<file path="config.mk">
export PLATFORM = sky130hd
export DESIGN_NAME = stack_unit
export DESIGN_NICKNAME = d
export VERILOG_FILES = /design/src/rtl/stack_pkg.sv /design/src/rtl/stack_mem.sv /design/src/rtl/stack_unit.sv
export SDC_FILE = /design/constraint.sdc
export NUM_CORES = 1
export LEC_CHECK = 0
export ABC_AREA = 1
export BUFFER_PORTS_ARGS = -buffer_cell sky130_fd_sc_hd__buf_2
export CORE_UTILIZATION = 45
export DETAILED_ROUTE_END_ITERATION = 8
export HOLD_SLACK_MARGIN = 0.05
export SKIP_CTS_REPAIR_TIMING = 1
export SLEW_MARGIN = 20
export SYNTH_ARGS = -nofsm -noshare
export SYNTH_HDL_FRONTEND = slang
export SYNTH_SLANG_ARGS = --single-unit
</file>
<file path="constraint.sdc">
create_clock -name clk -period 7.5 [get_ports clk]
set_clock_uncertainty 0.05 [all_clocks]
set_input_delay 0.375 -clock clk [delete_from_list [all_inputs] [get_ports clk]]
set_output_delay 0.375 -clock clk [all_outputs]
set_load 0.03 [all_outputs]
</file>
<file path="src/rtl/stack_pkg.sv">
`default_nettype none
// ---------------------------------------------------------------------------
// stack_pkg : shared CPU stack constants and push/pop operation decode
// Revision  : 1.0
// ---------------------------------------------------------------------------
package stack_pkg;

    localparam int          STACK_DATA_W = 16;
    localparam int          STACK_DEPTH  = 16;
    localparam logic [15:0] SP_RESET     = 16'hFFFF;

    typedef enum logic [1:0] {
        OP_IDLE    = 2'd0,
        OP_PUSH    = 2'd1,
        OP_POP     = 2'd2,
        OP_REPLACE = 2'd3
    } stack_op_e;

    // A push+pop on an empty stack has nothing to replace, so it degrades to a push.
    function automatic stack_op_e decode_op(input logic push, input logic pop,
                                            input logic empty);
        if (push && pop && !empty) return OP_REPLACE;
        else if (push)             return OP_PUSH;
        else if (pop)              return OP_POP;
        else                       return OP_IDLE;
    endfunction

endpackage
`default_nettype wire

</file>
<file path="src/rtl/stack_mem.sv">
`default_nettype none
// ---------------------------------------------------------------------------
// stack_mem : DEPTH x DATA_W register file, one sync write, one async read
// Revision  : 1.0
// ---------------------------------------------------------------------------
module stack_mem #(
    parameter int DATA_W = 16,
    parameter int DEPTH  = 16,
    parameter int AW     = $clog2(DEPTH)
) (
    input  logic              clk,
    input  logic              we,
    input  logic [AW-1:0]     waddr,
    input  logic [DATA_W-1:0] wdata,
    input  logic [AW-1:0]     raddr,
    output logic [DATA_W-1:0] rdata
);

    logic [DATA_W-1:0] r_mem [DEPTH];

    always_ff @(posedge clk) begin
        if (we) begin
            r_mem[waddr] <= wdata;
        end
    end

    assign rdata = r_mem[raddr];

endmodule
`default_nettype wire

</file>
<file path="src/rtl/stack_unit.sv">
`default_nettype none
// ---------------------------------------------------------------------------
// stack_unit : LIFO stack with architectural stack pointer and sticky errors
// Revision   : 1.0
// ---------------------------------------------------------------------------
module stack_unit
    import stack_pkg::*;
#(
    parameter int               DATA_W    = STACK_DATA_W,
    parameter int               DEPTH     = STACK_DEPTH,
    parameter int               ADDR_W    = 16,
    parameter logic [ADDR_W-1:0] SP_INIT  = ADDR_W'(SP_RESET),
    parameter bit               GROW_DOWN = 1'b1
) (
    input  logic                     clk,
    input  logic                     reset,
    input  logic                     push,
    input  logic                     pop,
    input  logic [DATA_W-1:0]        din,
    input  logic                     clr_err,
    output logic [DATA_W-1:0]        top,
    output logic [ADDR_W-1:0]        sp,
    output logic [$clog2(DEPTH):0]   count,
    output logic                     empty,
    output logic                     full,
    output logic                     overflow,
    output logic                     underflow
);

    localparam int AW = $clog2(DEPTH);
    localparam int CW = AW + 1;

    logic [CW-1:0]     r_count;
    logic              r_overflow;
    logic              r_underflow;
    stack_op_e         w_op;
    logic              w_we;
    logic [AW-1:0]     w_waddr;
    logic [AW-1:0]     w_raddr;
    logic [DATA_W-1:0] w_rdata;

    assign empty = (r_count == '0);
    assign full  = (r_count == CW'(DEPTH));
    assign w_op  = decode_op(push, pop, empty);

    // Read index is always the current top; a replace overwrites that same slot.
    assign w_raddr = AW'(r_count - CW'(1));

    always_comb begin
        w_we    = 1'b0;
        w_waddr = AW'(r_count);
        case (w_op)
            OP_PUSH:    w_we = !full;
            OP_REPLACE: begin
                w_we    = 1'b1;
                w_waddr = w_raddr;
            end
            default:    w_we = 1'b0;
        endcase
    end

    always_ff @(posedge clk) begin
        if (reset) begin
            r_count     <= '0;
            r_overflow  <= 1'b0;
            r_underflow <= 1'b0;
        end else begin
            case (w_op)
                OP_PUSH: if (!full)  r_count <= r_count + CW'(1);
                OP_POP:  if (!empty) r_count <= r_count - CW'(1);
                default: r_count <= r_count;
            endcase
            // A new error event in the same cycle outranks clr_err.
            r_overflow  <= ((w_op == OP_PUSH) && full)  || (r_overflow  && !clr_err);
            r_underflow <= ((w_op == OP_POP)  && empty) || (r_underflow && !clr_err);
        end
    end

    stack_mem #(
        .DATA_W (DATA_W),
        .DEPTH  (DEPTH),
        .AW     (AW)
    ) u_mem (
        .clk    (clk),
        .we     (w_we),
        .waddr  (w_waddr),
        .wdata  (din),
        .raddr  (w_raddr),
        .rdata  (w_rdata)
    );

    generate
        if (GROW_DOWN) begin : g_sp_down
            assign sp = SP_INIT - ADDR_W'(r_count);
        end else begin : g_sp_up
            assign sp = SP_INIT + ADDR_W'(r_count);
        end
    endgenerate

    assign top       = empty ? '0 : w_rdata;
    assign count     = r_count;
    assign overflow  = r_overflow;
    assign underflow = r_underflow;

endmodule
`default_nettype wire
</file>
# Yosys cells after proc, flatten, opt, wreduce, memory -nomap -nowiden
# Memory sizes are Yosys's and may differ from the RTL's.
# Index checks and enable logic that the tools add are counted.
[word_totals]
reg_bits = 7
ram_bits = 256
output_inout_bits = 41
elab_cells = 38
memories = 1
[op_classes]
addsub = 3
eq_ne = 6
mux = 11
reduce_logical = 14
[memory_table]
columns = ["name", "words", "word_bits", "read_ports", "rd_ports_with_merged_regs", "wr", "line_no", "source"]
rows = [
  ["u_mem.r_mem", 16, 16, 1, 0, 1, "stack_mem.sv:19", "logic [DATA_W-1:0] r_mem [DEPTH];"],
]
[op_table]
columns = ["op", "count"]
rows = [
  ["$mux W16", 1],
  ["$mux W5", 2],
  ["$pmux W5 S2", 1],
  ["$sub A1 B6 Y7 const A", 1],
  ["$logic_and A1 B1 Y1", 6],
  ["$mux W2", 3],
  ["$add A5 B1 Y5 const B", 1],
  ["$eq A5 B5 Y1 const B", 1],
  ["$logic_not A5 Y1", 1],
  ["$sub A5 B1 Y5 const B", 1],
  ["$eq A2 B2 Y1 const B", 2],
  ["$mux W4", 1],
  ["$ne A2 B2 Y1 const B", 2],
  ["$logic_not A1 Y1", 3],
  ["$reduce_and A3 Y1", 1],
  ["$eq A2 B1 Y1 const B", 1],
  ["$logic_or A1 B1 Y1", 2],
  ["$mux W1", 2],
  ["$pmux W1 S2", 1],
  ["$reduce_bool A2 Y1", 1],
]

# Depth between registers and ports, before layout
# Gate-level depths: netlist of run 1.
[depth]
word_depth = 8
depth_mapped = 13
ltp_nobuf = 10

# Cells and area by module
# A second synthesis of run 1 with hierarchy kept.
[unflattened]
cells_unflattened = 1194
area_unflattened_um2 = 11848.9
[modules_own_cells]
columns = ["module", "n_inst", "cells_each", "area_each_um2"]
rows = [
  ["stack_mem", 1, 1058, 11060.6],
  ["stack_unit", 1, 136, 788.3],
]

# Worst setup path before layout of run 1
# OpenSTA, ideal clock, no wires.
[synth_timing]
path_type = "register -> register"
startpoint = "reg r_count[0], in the netlist count[0]"
endpoint = "mem u_mem.r_mem[0][0], enable pin"
arrival_time_ps = 3114
slack_ps = 3947
path_stages_with_launch = 12
period_less_slack_ps = 3553
cell_sequence = "dfxtp_1 > buf_2 > inv_2 > buf_2 > clkbuf_1 > ha_1 > xnor2_2 > buf_2 > nand2_1 > a21oi_1 > nand2_1 > nor2_1"
[synth_between]
elab_chain_cells = 8
word_cells_on_any_way = 13
cone_classes = "add/sub (1); eq/ne (3); mux (5); reduce/logical (4)"
[synth_rtl]
columns = ["element", "line_no", "source"]
rows = [
  ["start: declaration", "stack_unit.sv:33", "logic [CW-1:0] r_count;"],
  ["start signal: assignment", "stack_unit.sv:69", "OP_PUSH: if (!full) r_count <= r_count + CW'(1);"],
  ["start signal: assignment", "stack_unit.sv:70", "OP_POP: if (!empty) r_count <= r_count - CW'(1);"],
  ["start signal: assignment", "stack_unit.sv:71", "default: r_count <= r_count;"],
  ["$logic_not A5 Y1", "stack_unit.sv:42", "assign empty = (r_count == '0);"],
  ["$logic_not A1 Y1", "--", ""],
  ["$logic_and A1 B1 Y1", "stack_pkg.sv:22", "if (push && pop && !empty) return OP_REPLACE;"],
  ["$mux W2", "stack_pkg.sv:22", ""],
  ["$eq A2 B2 Y1 / $eq A2 B1 Y1 (equally long branches)", "stack_unit.sv:52", "case (w_op)"],
  ["$pmux W1 S2", "stack_unit.sv:52", ""],
  ["$mux W1", "stack_mem.sv:22", "if (we) begin"],
  ["$mux W1 (implied by the code)", "stack_mem.sv:23", "r_mem[waddr] <= wdata;"],
  ["end: declaration", "stack_mem.sv:19", ""],
]
# Parallel ways exist; a longest one is shown, timed or not.

# Final worst setup path of run 1
[layout_timing]
startpoint = "reg r_count[0], in the netlist count[0]"
endpoint = "out top[1]"
[layout_between]
elab_chain_cells = 3
word_cells_on_any_way = 4
cone_classes = "add/sub (1); mux (1); reduce/logical (1); memory (1)"
[layout_rtl]
columns = ["element", "line_no", "source"]
rows = [
  ["$sub A5 B1 Y5", "--", ""],
  ["$mem_v2 Z16 W16", "--", ""],
  ["$mux W16 (*)", "stack_unit.sv:100", "assign top = empty ? '0 : w_rdata;"],
  ["end: declaration", "stack_unit.sv:21", "output logic [DATA_W-1:0] top,"],
]
# Every way passes the cells marked *; elsewhere a longest branch is shown, timed or not.

==> results.yml, run 1 <==
global_route:
  grt_max_degree: 82
  track_usage_pct: 23.51
  antenna_found_initial: 0
  grt_pass1_wl_mm: 42.10
  grt_pass1_vias: 6739
  gr-total-overflow: 0
logic_synthesis:
  ys_ff_latch: 263
  ys_types: 27
  avgSynthCellArea_um2: 11.43
  ys_top_cells_by_area: "edfxtp_1 70%, nand2_1 11%, nand3_1 8.3%"
  synth.top_cell.area_share_pct: 70.29
  synth.yosys.seq_area_share_pct: 71.57
  syn_area_um2: 10940
  yosys_warnings: 0
  syn_inst: 957
  synth_top_cell_by_area: "edfxtp_1"
placed_design:
  dpl-instance-area_um2: 11390
  gp_congestion: 0.8423
  hpwl_mm: 17.36
  place_worst_setup_slack_ns: 2.579
  port_buffers: 50
drt:
  antenna_left: 0
  num_vias: 7314
  routed_wl_mm: 28.66
  viasPerCell: 5.499
  drt_first_iter_violations: 750
  drt-pass1-iter-count: 5
  wl_per_cell_um: 21.55
  drcViolationCount: 0
sta:
  slew_violations: 0
  finalSetupViolCount: 0
  hold_violations: 0
  max_freq_mhz: 188.5
  max_slew_margin_pct: 33.95
  worstMarginPinSlew_ns: 0.9896
  setup_slack_ns: 2.196
  timing.setup.tns_ns: 0
  rsz0062_at_grt: "false"
  period_minus_slack_ns: 5.304
  fin_crit_sh_pct: 70.72
die:
  rows: 56
  pin_count: 62
  start_util_pct: 46.18
  core_um2: 23680
  die_w_um: 157.9
  die_h_um: 157.9
  die-area_um2: 24930
power_and_ir_drop:
  leakage_nw: 4.568
  ir_worst_vdd_uv: 191.2
  power.density_nw_per_um2: 371.0
min_path:
  hold_class: "input pin to flop"
setup_path:
  cp-start-kind: "flop"
  cp_max_fo: 56
  end_kind: "primary output"
  required_ns: 7.07
  critPathArrivalTime_ns: 4.88
  crit_type: "flop to primary output"
clock_network:
  tritoncts: "built"
  htreeDepth: 1
  clk_latency_ns: 0.53
  cts_buffer_depth: 3
  clkTransAtPathRegs_ns: 0.06
  numClockSinks: 263
  cts-root-buf: "clkbuf_16"
  cts_buffers: 28
status:
  status: "finished, final reports clean"
cells_and_area:
  area_delta_synth_final_pct: 12.88
  diodes: 0
  postLayoutCellArea_um2: 12350
  fillers: 2114
  drive_above_1_share_pct: 12.46
  nNetsFinal: 1013
run:
  maxCapViolCount: 0
[cell usage after synthesis, drive strengths merged]
cell type,count
buf,39
edfxtp,256
ha,3
a21boi,1
or2,1
dfxtp,7
a21oi,53
inv,18
xnor2,1
xor2,3
nand2,314
clkbuf,24
conb,1
o21ai,6
nor2,45
nand3,183
nand4,2
[path summary, 6_finish.rpt]
path / start / end / slack (ns) / cells after the start
hold / removal: clr_err / underflow / 0.06 / 4
hold reg to reg: underflow / underflow / 0.43 / 2
setup reg to reg: count[0] / u_mem.r_mem[4][1] / 2.56 / 6
setup / recovery: count[0] / top[1] / 2.20 / 10
[cell type report]
class,count,area (µm²),area share (%)
clock inverters,15,151.4,1.226
multi-input cells,623,2808,22.74
clock buffers,37,795.8,6.446
flip-flops and latches,263,7831,63.43
inverters,18,70.07,0.5675
well taps,319,399.1,3.233
repair buffers,55,290.3,2.351
[per-stage QoR]
step / power (mW) / hold slack, ns / std cells / utilization, %
floorplan: 2.721 / 0.3941 / 967 / -
global placement: 3.181 / 0.4017 / 1277 / 48.09
detailed placement: 3.192 / 0.4259 / 1277 / 48.09
CTS: 4.581 / -0.01528 / 1329 / 52.09
global route: 4.771 / 0.06005 / 1330 / 52.13
finish: 4.580 / 0.05562 / 1330 / 52.13
[registers in the layout (all words and copies together), names as in the netlist]
signal / count
count: 5
u_mem.r_mem: 256
underflow: 1
overflow: 1
[worst max-delay path, stage by stage, from the launching register on]
cell and delay (ns):
dfxtp_4 0.75, inv_4 0.39, ha_2 1.10, inv_2 0.65
buf_4 0.45, nand3_1 0.16, nand3_1 0.11, nand2_1 0.15
a21oi_1 0.10, nor2_1 0.18, buf_2 0.23
[power breakdown]
part	switching, mW	total, mW	internal [mW]	leakage [nW]
registers	0.0451	1.75	1.71	2.37
clock network	0.559	1.40	0.846	0.468
logic	1.07	1.42	0.348	1.73
total	1.68	4.58	2.90	4.57
[cell families (layout without fill, tap and decap cells)]
logic type      count (synthesis)  in the layout  synth area share [%]
fa+ha+maj                       3              3                0.3432
simple gates                  545            545                 21.16
flops                         263            263                 71.57
xor+xnor                        4              4                0.5263
buf+inv                        81            125                 3.592
other cells                     1             11               0.03429
compound gates                 60             60                 2.768
[cell usage in the layout (no fill, tap or decap), types with 2 or more instances in the layout]
master | synthesis | layout
nand3_1 | 181 | 181
clkinv_2 | 0 | 6
bufinv_16 | 0 | 3
nor2_1 | 44 | 28
clkbuf_8 | 0 | 4
clkinv_1 | 0 | 4
nand4_1 | 2 | 2
clkbuf_16 | 0 | 29
nor2_2 | 0 | 16
clkbuf_1 | 24 | 4
dfxtp_1 | 7 | 6
buf_4 | 11 | 4
conb_1 | 1 | 11
edfxtp_1 | 256 | 256
ha_1 | 3 | 2
xor2_2 | 2 | 2
nand2_1 | 313 | 313
a21oi_1 | 53 | 53
buf_2 | 20 | 50
inv_1 | 16 | 16
o21ai_0 | 5 | 5
[routing by layer]
layer  up-vias  part of all wire, %  GRT usage, %
met2       284                   45         36.17
met5         -                    0             0
met3        42                  6.6         3.477
met1      3606                   45         34.35
met4         0                  2.6         7.443
li1       3382                    -             -
No activity file was read; power rests on OpenSTA's default activity.
==> inputs of run 2 (changes only) <==
--- a/config.mk
+++ b/config.mk
@@ -5,7 +5,7 @@
 export SDC_FILE = /design/constraint.sdc
 export NUM_CORES = 1
 export LEC_CHECK = 0
-export ABC_AREA = 1
+export ABC_AREA = 0
 export BUFFER_PORTS_ARGS = -buffer_cell sky130_fd_sc_hd__buf_2
 export CORE_UTILIZATION = 45
 export DETAILED_ROUTE_END_ITERATION = 8
==> constraint.sdc (replaced) <==
create_clock -name clk -period 4.45 [get_ports clk]
set_clock_uncertainty 0.05 [all_clocks]
set_input_delay 0.2225 -clock clk [delete_from_list [all_inputs] [get_ports clk]]
set_output_delay 0.2225 -clock clk [all_outputs]
set_load 0.03 [all_outputs]
==> run 2 against run 1 <==
Critical path depth decreased by 3. Core utilization increased by 2.5 points. Global-route usage decreased by 3.6 points. Routed wire length decreased by 19%. Critical path type unchanged. Cell count decreased by 29%. First-iteration DRC count decreased by 45%. Area after synthesis decreased by 3.5%. Largest cell class unchanged. Worst setup slack got worse by 1.6 ns. Register-to-register slack got worse by 1.4 ns. Via count decreased by 27%.
==> results.yml, run 2 <==
drt:
  wl_per_cell_um: 24.47
  antenna_left: 0
  routed_wl_mm: 23.15
  drt_first_iter_violations: 414
  drt-pass1-iter-count: 5
  viasPerCell: 5.630
  drcViolationCount: 0
  num_vias: 5326
run:
  maxCapViolCount: 0
logic_synthesis:
  ys_types: 47
  yosys_warnings: 0
  synth_top_cell_by_area: "edfxtp_1"
  syn_inst: 516
  avgSynthCellArea_um2: 20.46
  synth.yosys.seq_area_share_pct: 74.13
  async_reset_ff_share_pct: 0
  ys_ff_latch: 263
  yosysMostFrequentCell: "edfxtp_1"
  ys.flop_type: "edfxtp_1"
  netlist_top_cells_count: "256 x edfxtp_1, 64 x mux4_2, 34 x mux2i_1, 22 x nor2_1, 16 x o22ai_1"
  syn_area_um2: 10560
  ys_top_cells_by_area: "edfxtp_1 73%, mux4_2 14%, mux2i_1 3.2%"
  synth_edf_count: 256
  synth.top_cell.area_share_pct: 72.80
sta:
  finalSetupViolCount: 0
  hold_slack_ns: 0.07430
  worstMarginPinSlew_ns: 0.8828
  setup_slack_ns: 0.5854
  fin_crit_sh_pct: 86.84
  hold_violations: 0
  timing.setup.tns_ns: 0
  rsz0062_at_grt: "false"
  period_minus_slack_ns: 3.865
  max_freq_mhz: 258.8
  max_slew_margin_pct: 41.14
  slew_violations: 0
min_path:
  min_from: "pop"
  hold_class: "input pin to flop"
  holdPathStages: 4
  whs_endpoint: "overflow"
clock_network:
  numClockSinks: 263
  cts_buffers: 28
  cts-root-buf: "clkbuf_16"
  clk_latency_ns: 0.54
  cts_buffer_depth: 3
  htreeDepth: 1
  clkTransAtPathRegs_ns: 0.07
  tritoncts: "built"
setup_path:
  cp-start-kind: "flop"
  reg2reg_from: "count[0]"
  r2r_setup_slack_ns: 1.18
  cp_max_fo: 49
  r2r_cells: 8
  cp.buffers_inverters: 3
  critPathMaxStageDelay_ns: 0.74
  end_kind: "primary output"
  critPathArrivalTime_ns: 3.59
  critical_path.top_delay_family: "buffers and inverters"
  required_ns: 4.18
  critPathSlowestCell: "ha_2"
  crit_type: "flop to primary output"
  r2r-end: "u_mem.r_mem[1][2]"
  path_cells: "inv_1 > ha_2 > buf_12 > mux4_2 > mux2i_1 > o22ai_1 > buf_2"
global_route:
  grt_pass1_wl_mm: 34.96
  antenna_found_initial: 0
  gr-total-overflow: 0
  grt_pass1_vias: 5479
  grt_max_degree: 50
  track_usage_pct: 19.89
die:
  start_util_pct: 46.22
  core_um2: 22850
  pin_count: 62
  rows: 55
  die_w_um: 155.2
  die_h_um: 155.2
  die-area_um2: 24080
placed_design:
  hpwl_mm: 13.23
  gp_congestion: 0.9124
  place_worst_setup_slack_ns: 1.139
  port_buffers: 50
cells_and_area:
  area_delta_synth_final_pct: 18.12
  drive_above_1_share_pct: 33.18
  largest_reg_flops: 256
  nNetsFinal: 635
  layout_common_cells: "256 x edfxtp_1, 64 x mux4_2, 50 x buf_2"
  top_register: "u_mem.r_mem"
  fin_util_pct: 54.59
  layout_commonest_cell: "edfxtp_1"
  diodes: 0
status:
  status: "finished, final reports clean"
power_and_ir_drop:
  ir_worst_vdd_uv: 357.0
  leakage_nw: 4.167
  power.density_nw_per_um2: 598.3
run 2: final cells by class:
cell class / instances / area, µm²
sequential: 263 / 7831
inverter: 10 / 40.04
tap: 313 / 391.6
multi-input combinational: 213 / 2544
clock buffer: 31 / 711.9
clock inverter: 21 / 247.7
timing repair buffer: 95 / 705.7
fill: 1829 / 10380
run 2: worst max-delay path by stage:
stage | startpoint | endpoint | slack [ns] | depth (start not counted)
global placement | count[0] | top[12] | 1.14 | 7
floorplan | count[0] | u_mem.r_mem[0][0] | 1.15 | 9
finish | count[0] | top[12] | 0.59 | 7
global route | count[0] | top[12] | 0.40 | 7
detailed placement | count[0] | top[12] | 1.14 | 7
CTS | count[0] | top[12] | 0.55 | 7
run 2: tightest hold or removal path, cell delays in order:
cell	delay, ns
buf_2	0.17
inv_1	0.07
nand4_1	0.09
a21oi_1	0.06
run 2: cell families after synthesis:
logic type	count (synthesis)	share of synthesized area, %
compound gates	46	2.832
xor+xnor	5	0.4148
fa+ha+maj	3	0.3555
buf+inv	50	2.714
flops	263	74.13
mux	100	17.12
other cells	1	0.03552
simple gates	48	2.394
run 2: report_power, final:
| part | switching [mW] | internal (mW) |
|---|---|---|
| Combinational | 1.31 | 0.835 |
| Clock | 0.934 | 1.44 |
| Sequential | 0.0732 | 2.86 |
run 2: stage by stage:
stage / instance area (µm²) / total power [mW] / instances
2_1_floorplan: 10600 / 4.450 / 526
3_3_place_gp: 11290 / 5.109 / 874
3_5_place_dp: 11290 / 5.122 / 874
4_1_cts: 12250 / 7.503 / 926
5_1_grt: 12470 / 7.738 / 946
6_report: 12470 / 7.461 / 946
run 2: per-layer routing:
metal  wire length (µm)  track usage [%]  up-vias
li1                   -                -     2303
met1              10470            29.02     2776
met2              10900            31.68      202
met3               1274            3.008       45
met4                501            5.089        0
met5                  0                0        -
